### config.mk
export PLATFORM = sky130hd
export DESIGN_NAME = led_matrix_scanner
export DESIGN_NICKNAME = d
export VERILOG_FILES = /design/src/rtl/led_matrix_pkg.sv /design/src/rtl/led_matrix_scanner_scan_timer.sv /design/src/rtl/led_matrix_scanner.sv
export SDC_FILE = /design/constraint.sdc
export NUM_CORES = 1
export LEC_CHECK = 0
export CORE_MARGIN = 4
export CORE_UTILIZATION = 25
export CTS_CLUSTER_SIZE = 14
export DETAILED_ROUTE_END_ITERATION = 10
export PLACE_DENSITY = 0.49
export SYNTH_ARGS = -nofsm -noshare
export SYNTH_HDL_FRONTEND = slang
export SYNTH_SLANG_ARGS = --single-unit
### constraint.sdc
create_clock -name clk -period 8.5 [get_ports clk]
set_input_delay 2.125 -clock clk [delete_from_list [all_inputs] [get_ports clk]]
set_output_delay 2.125 -clock clk [all_outputs]
set_load 0.02 [all_outputs]
### src/rtl/led_matrix_pkg.sv
// Shared types and decode helpers for the 8x8 LED matrix scanner.
package led_matrix_pkg;
   localparam int NUM_COLS = 8;

   typedef enum logic {BLANK = 1'b0, DRIVE = 1'b1} scan_state_t;

   // Byte k holds the pixel byte of column k.
   typedef logic [NUM_COLS-1:0][7:0] frame_t;

   // Active-low one-hot: column i is selected by bit (7-i) low.
   function automatic logic [7:0] col_sel_n(input logic [2:0] idx);
      return ~(8'h80 >> idx);
   endfunction

   function automatic logic [7:0] bitrev8(input logic [7:0] d);
      logic [7:0] r;
      for (int i = 0; i < 8; i++) r[i] = d[7-i];
      return r;
   endfunction
endpackage

### src/rtl/led_matrix_scanner_scan_timer.sv
// Column period timer: cycle counter, BLANK/DRIVE phase and column index.
// Next-state values are exported so the top can register outputs without lag.
module scan_timer
   import led_matrix_pkg::*;
#(
   parameter int SCAN_DIV     = 8192,
   parameter int BLANK_CYCLES = 64
) (
   input  logic        clk,
   input  logic        rst,
   output scan_state_t phase,
   output scan_state_t phase_nxt,
   output logic [2:0]  col_idx,
   output logic [2:0]  col_idx_nxt,
   output logic        col_first,
   output logic        frame_wrap
);
   localparam int CW = $clog2(SCAN_DIV);

   logic [CW-1:0] cnt;
   logic [CW-1:0] cnt_nxt;
   logic          col_end;

   assign col_end    = (cnt == CW'(SCAN_DIV - 1));
   assign col_first  = (cnt == '0);
   assign frame_wrap = col_end && (col_idx == 3'(NUM_COLS - 1));

   always_ff @(posedge clk or posedge rst) begin
      if (rst) begin
         phase   <= BLANK;
         cnt     <= '0;
         col_idx <= '0;
      end else begin
         phase   <= phase_nxt;
         cnt     <= cnt_nxt;
         col_idx <= col_idx_nxt;
      end
   end

   always_comb begin
      cnt_nxt     = col_end ? '0 : cnt + 1'b1;
      phase_nxt   = phase;
      col_idx_nxt = col_idx;
      case (phase)
         BLANK:   if (cnt_nxt == CW'(BLANK_CYCLES)) phase_nxt = DRIVE;
         DRIVE:   if (col_end) phase_nxt = BLANK;
         default: phase_nxt = BLANK;
      endcase
      if (col_end) col_idx_nxt = col_idx + 3'd1;
   end
endmodule

### src/rtl/led_matrix_scanner.sv
// 8x8 LED matrix scanner with tear-free shadow/active frame buffers.
// Optional LED_PWM_EN adds a 4-bit brightness input for per-column PWM dimming.
module led_matrix_scanner
   import led_matrix_pkg::*;
#(
   parameter int SCAN_DIV     = 8192,
   parameter int BLANK_CYCLES = 64
) (
   input  logic        clk,
   input  logic        rst,
   input  logic [63:0] frame_in,
   input  logic        frame_valid,
   output logic        frame_ready,
   output logic [7:0]  row,
   output logic [7:0]  col,
   output logic [2:0]  col_idx,
   output logic        frame_start
`ifdef LED_PWM_EN
   ,
   input  logic [3:0]  brightness
`endif
);
   scan_state_t phase, phase_nxt;
   logic [2:0]  col_idx_nxt;
   logic        col_first, frame_wrap;
   frame_t      shadow, active;
   logic        pending, transfer, pwm_on;

   scan_timer #(
      .SCAN_DIV    (SCAN_DIV),
      .BLANK_CYCLES(BLANK_CYCLES)
   ) u_timer (
      .clk        (clk),
      .rst        (rst),
      .phase      (phase),
      .phase_nxt  (phase_nxt),
      .col_idx    (col_idx),
      .col_idx_nxt(col_idx_nxt),
      .col_first  (col_first),
      .frame_wrap (frame_wrap)
   );

   assign frame_ready = !pending;
   assign transfer    = frame_valid && !pending;

   // Swap uses the pre-edge pending, so a transfer landing on the wrap waits a frame.
   always_ff @(posedge clk or posedge rst) begin
      if (rst) begin
         shadow  <= '0;
         active  <= '0;
         pending <= 1'b0;
      end else begin
         if (frame_wrap && pending) active <= shadow;
         if (transfer) begin
            shadow  <= frame_in;
            pending <= 1'b1;
         end else if (frame_wrap) begin
            pending <= 1'b0;
         end
      end
   end

`ifdef LED_PWM_EN
   logic [3:0] pwm, pwm_nxt, bright_q, bright_eff;

   assign bright_eff = col_first ? brightness : bright_q;
   assign pwm_nxt    = (phase_nxt == DRIVE && phase == DRIVE) ? pwm + 4'd1 : 4'd0;
   assign pwm_on     = (pwm_nxt <= bright_eff);

   always_ff @(posedge clk or posedge rst) begin
      if (rst) begin
         pwm      <= '0;
         bright_q <= '0;
      end else begin
         pwm <= pwm_nxt;
         if (col_first) bright_q <= brightness;
      end
   end
`else
   assign pwm_on = 1'b1;
`endif

   // Active buffer never changes on an edge entering DRIVE, so its current value is exact.
   always_ff @(posedge clk or posedge rst) begin
      if (rst) begin
         row         <= 8'h00;
         col         <= 8'hFF;
         frame_start <= 1'b0;
      end else begin
         frame_start <= frame_wrap;
         if (phase_nxt == DRIVE) begin
            row <= pwm_on ? bitrev8(active[col_idx_nxt]) : 8'h00;
            col <= col_sel_n(col_idx_nxt);
         end else begin
            row <= 8'h00;
            col <= 8'hFF;
         end
      end
   end
endmodule

==> metrics.yaml <==
outcome:
  status: "complete, no violations"
layout:
  stdcell_count: 1019
  post_route_cells_drive_above_1_share_pct: 30.39
  fill_cells: 2923
  layout_common_cells: "dfrtp_1, mux2_2, clkdlybuf4s50_1"
  layout.nets: 692
  area_growth_pct: 24.82
  diodes: 0
  layout_commonest_cell: "dfrtp_1"
  ff_latch_area_sq_um: 4089
  multiInputGateArea_sq_um: 2995
logic_synthesis:
  syn_nets: 619
  yosys_register_bits: 163
  netlist_area_sq_um: 7273
  yosysUniqueCellTypes: 52
  syn_avg_cell_area_sq_um: 13.25
  ys_seq_area_share_pct: 56.22
  synthCells: 549
  ys.flop_type: "dfrtp_1"
  synth_edf_count: 0
  ys.warnings.count: 0
  ys_async_sr_fraction_pct: 100.0
placement:
  portBuffers: 87
  dp_slack_ns: 4.351
  post-dp-hpwl_microns: 12820
  gp_congestion: 0.7982
  place_inst: 987
clocking:
  clk-insertion-delay-late_ns: 0.43
  cts_hold_buf: 0
  clkSinkCount: 163
  htreeDepth: 4
  ctsRootBufferMaster: "clkbuf_16"
  max-clock-path-buffers: 2
  post_cts_buffers: 0
  cts_tree: "yes"
  cts_resized: 0
  cts_inserted_buffers: 17
  clkSlewWorstSetupHoldPaths_ns: 0.06
drt:
  dr.first_iter.drc_count: 352
  ant_nets: 0
  wl_per_cell_microns: 17.94
  drc_errors: 0
  via_per_inst: 4.637
  first_pass_iters: 5
  num_vias: 4725
  postRouteWirelength_microns: 18280
floorplanning:
  rows: 62
  core_area_sq_um: 28700
  num_io_pins: 88
  fp.dieW_microns: 178.6
  initial_core_util_pct: 25.34
  die_area_sq_um: 31890
  fp.dieH_microns: 178.6
grt:
  grt_max_degree: 107
  grt_pass1_wl_microns: 28670
  grt_use_total_pct: 11.79
  grt_pass1_vias: 4960
  grt_remaining_overflow: 0
  antenna_found_initial: 0
power:
  p_comb_share_pct: 5.1
  power_leakage_nw: 3.796
  seqPwrFrac_pct: 50.6
  p_int_mw: 1.285
  switchingPower_mw: 0.3752
  switching_share_pct: 22.60
  clock_power_share_pct: 44.3
  p_per_area_nw_per_um2: 182.9
  irDropWorstVdd_v: 0.0001052
worst_setup_path:
  cp-end-kind: "output port"
  slowest_stage: "dfrtp_1"
  cp-start-kind: "register"
  criticalPathCategory: "reg2out"
  cpPeakStageDelay_ns: 0.93
  cp.required_ns: 6.38
  crit_buf_inv: 1
  arrival_ns: 2.16
  path_cells: "clkdlybuf4s50_1"
  cp_top_family: "flip-flops"
  path_max_fanout: 24
sta:
  worstMarginPinSlew_ns: 0.9617
  rsz0062_at_grt: "no"
  finalSetupViolCount: 0
  fin_worst_skew_ns: 0.008865
  fmax_mhz: 233.2
  period_share_pct: 50.45
  slew_headroom_pct: 35.88
  setup_tns_ns: 0
  finalHoldViolCount: 0
  drv_slew: 0
  fin_ws_ns: 4.212
  fin_crit_ns: 4.288
flow_run:
  maxCapViolCount: 0
hold_path:
  hp-class: "reg2reg"
[final timing paths]
kind                                         start              to  slack (ns)  depth (start not counted)
worst max-delay path            u_timer.col_idx[0]      col_idx[0]        4.21                          1
worst min-delay path                u_timer.cnt[0]  u_timer.cnt[0]        0.49                          1
worst max register to register  u_timer.col_idx[0]          row[5]        5.06                          7
worst min register to register      u_timer.cnt[0]  u_timer.cnt[0]        0.49                          1
max in group asynchronous                      rst      shadow[14]        4.93                          3
min in group asynchronous                      rst      shadow[56]        2.28                          2
[cells by family after synthesis]
family / Yosys count / share of synthesized area (%)
fa+ha+maj: 3 / 0.5161
flops: 163 / 56.22
simple gates: 77 / 5.866
compound gates: 87 / 8.705
buf+inv: 47 / 2.821
mux: 164 / 24.91
xor+xnor: 8 / 0.9634
[worst register-to-register path, stage by stage (launching register included)]
cell and delay, ns:
dfrtp_1 0.93, ha_1 0.66, nand3_1 0.22, nor4_1 0.07, buf_4 0.18, nor2_1 0.73, o221ai_1 0.26, a22oi_1 0.30
[synth_stat cells (all sizes together) (3+ instances only)]
master / count / area (sq um)
nand2b: 4 / 25.02
clkbuf: 22 / 82.58
mux2i: 28 / 280.3
xnor2: 7 / 61.31
o221ai: 18 / 157.7
nor4: 3 / 25.02
mux2: 136 / 1531
ha: 3 / 37.54
o211ai: 8 / 60.06
and3: 4 / 30.03
o22ai: 3 / 18.77
nor2b: 3 / 18.77
nor2: 22 / 82.58
nand4: 6 / 58.80
nand2: 14 / 52.55
o21ai: 11 / 55.05
dfstp: 8 / 210.2
o21bai: 6 / 45.04
a2111oi: 6 / 52.55
dfrtp: 155 / 3879
buf: 16 / 88.83
nand3: 7 / 35.03
inv: 8 / 30.03
a21oi: 15 / 75.07
a22oi: 9 / 77.57
[per-stage QoR]
step           power, mW  hold slack, ns  util, %  instance area, sq um
6_report           1.660          0.4883    31.63                  9079
5_1_grt            1.731          0.5054    31.63                  9079
4_1_cts            1.686          0.4876    31.63                  9079
3_5_place_dp      0.9429          0.4810    29.66                  8512
3_3_place_gp      0.9384          0.4679    29.66                  8512
2_1_floorplan     0.8879          0.4479        -                  7273
[area by class of cell]
cell class	count	share of cell area, %
multi-input cells	339	32.99
inverters	9	0.4272
flip-flops and latches	163	45.04
repair buffers	92	10.01
clock buffers	18	4.837
well taps	384	5.292
clock inverters	14	1.406
[routing by layer]
metal / routed length (microns) / up-vias / global-route usage (%)
li1: - / 2175 / -
met1: 8623 / 2422 / 16.65
met2: 8484 / 110 / 17.85
met3: 853 / 18 / 2.395
met4: 322 / 0 / 4.445
met5: 0 / - / 0
[power groups by stage]
stage	registers, mW	logic [mW]	clock network [mW]
floorplan	0.842	0.0458	0
global placement	0.854	0.0841	0
detailed placement	0.856	0.0870	0
CTS	0.841	0.0874	0.757
global route	0.845	0.0953	0.790
finish	0.840	0.0847	0.735
[state kept, by name (all words and copies together), names as in the netlist]
register         count
u_timer.cnt         13
u_timer.col_idx      3
col                  8
active              64
frame_start          1
shadow              64
row                  8
pending              1
u_timer.phase        1
No activity file was read; power rests on OpenSTA's default activity.
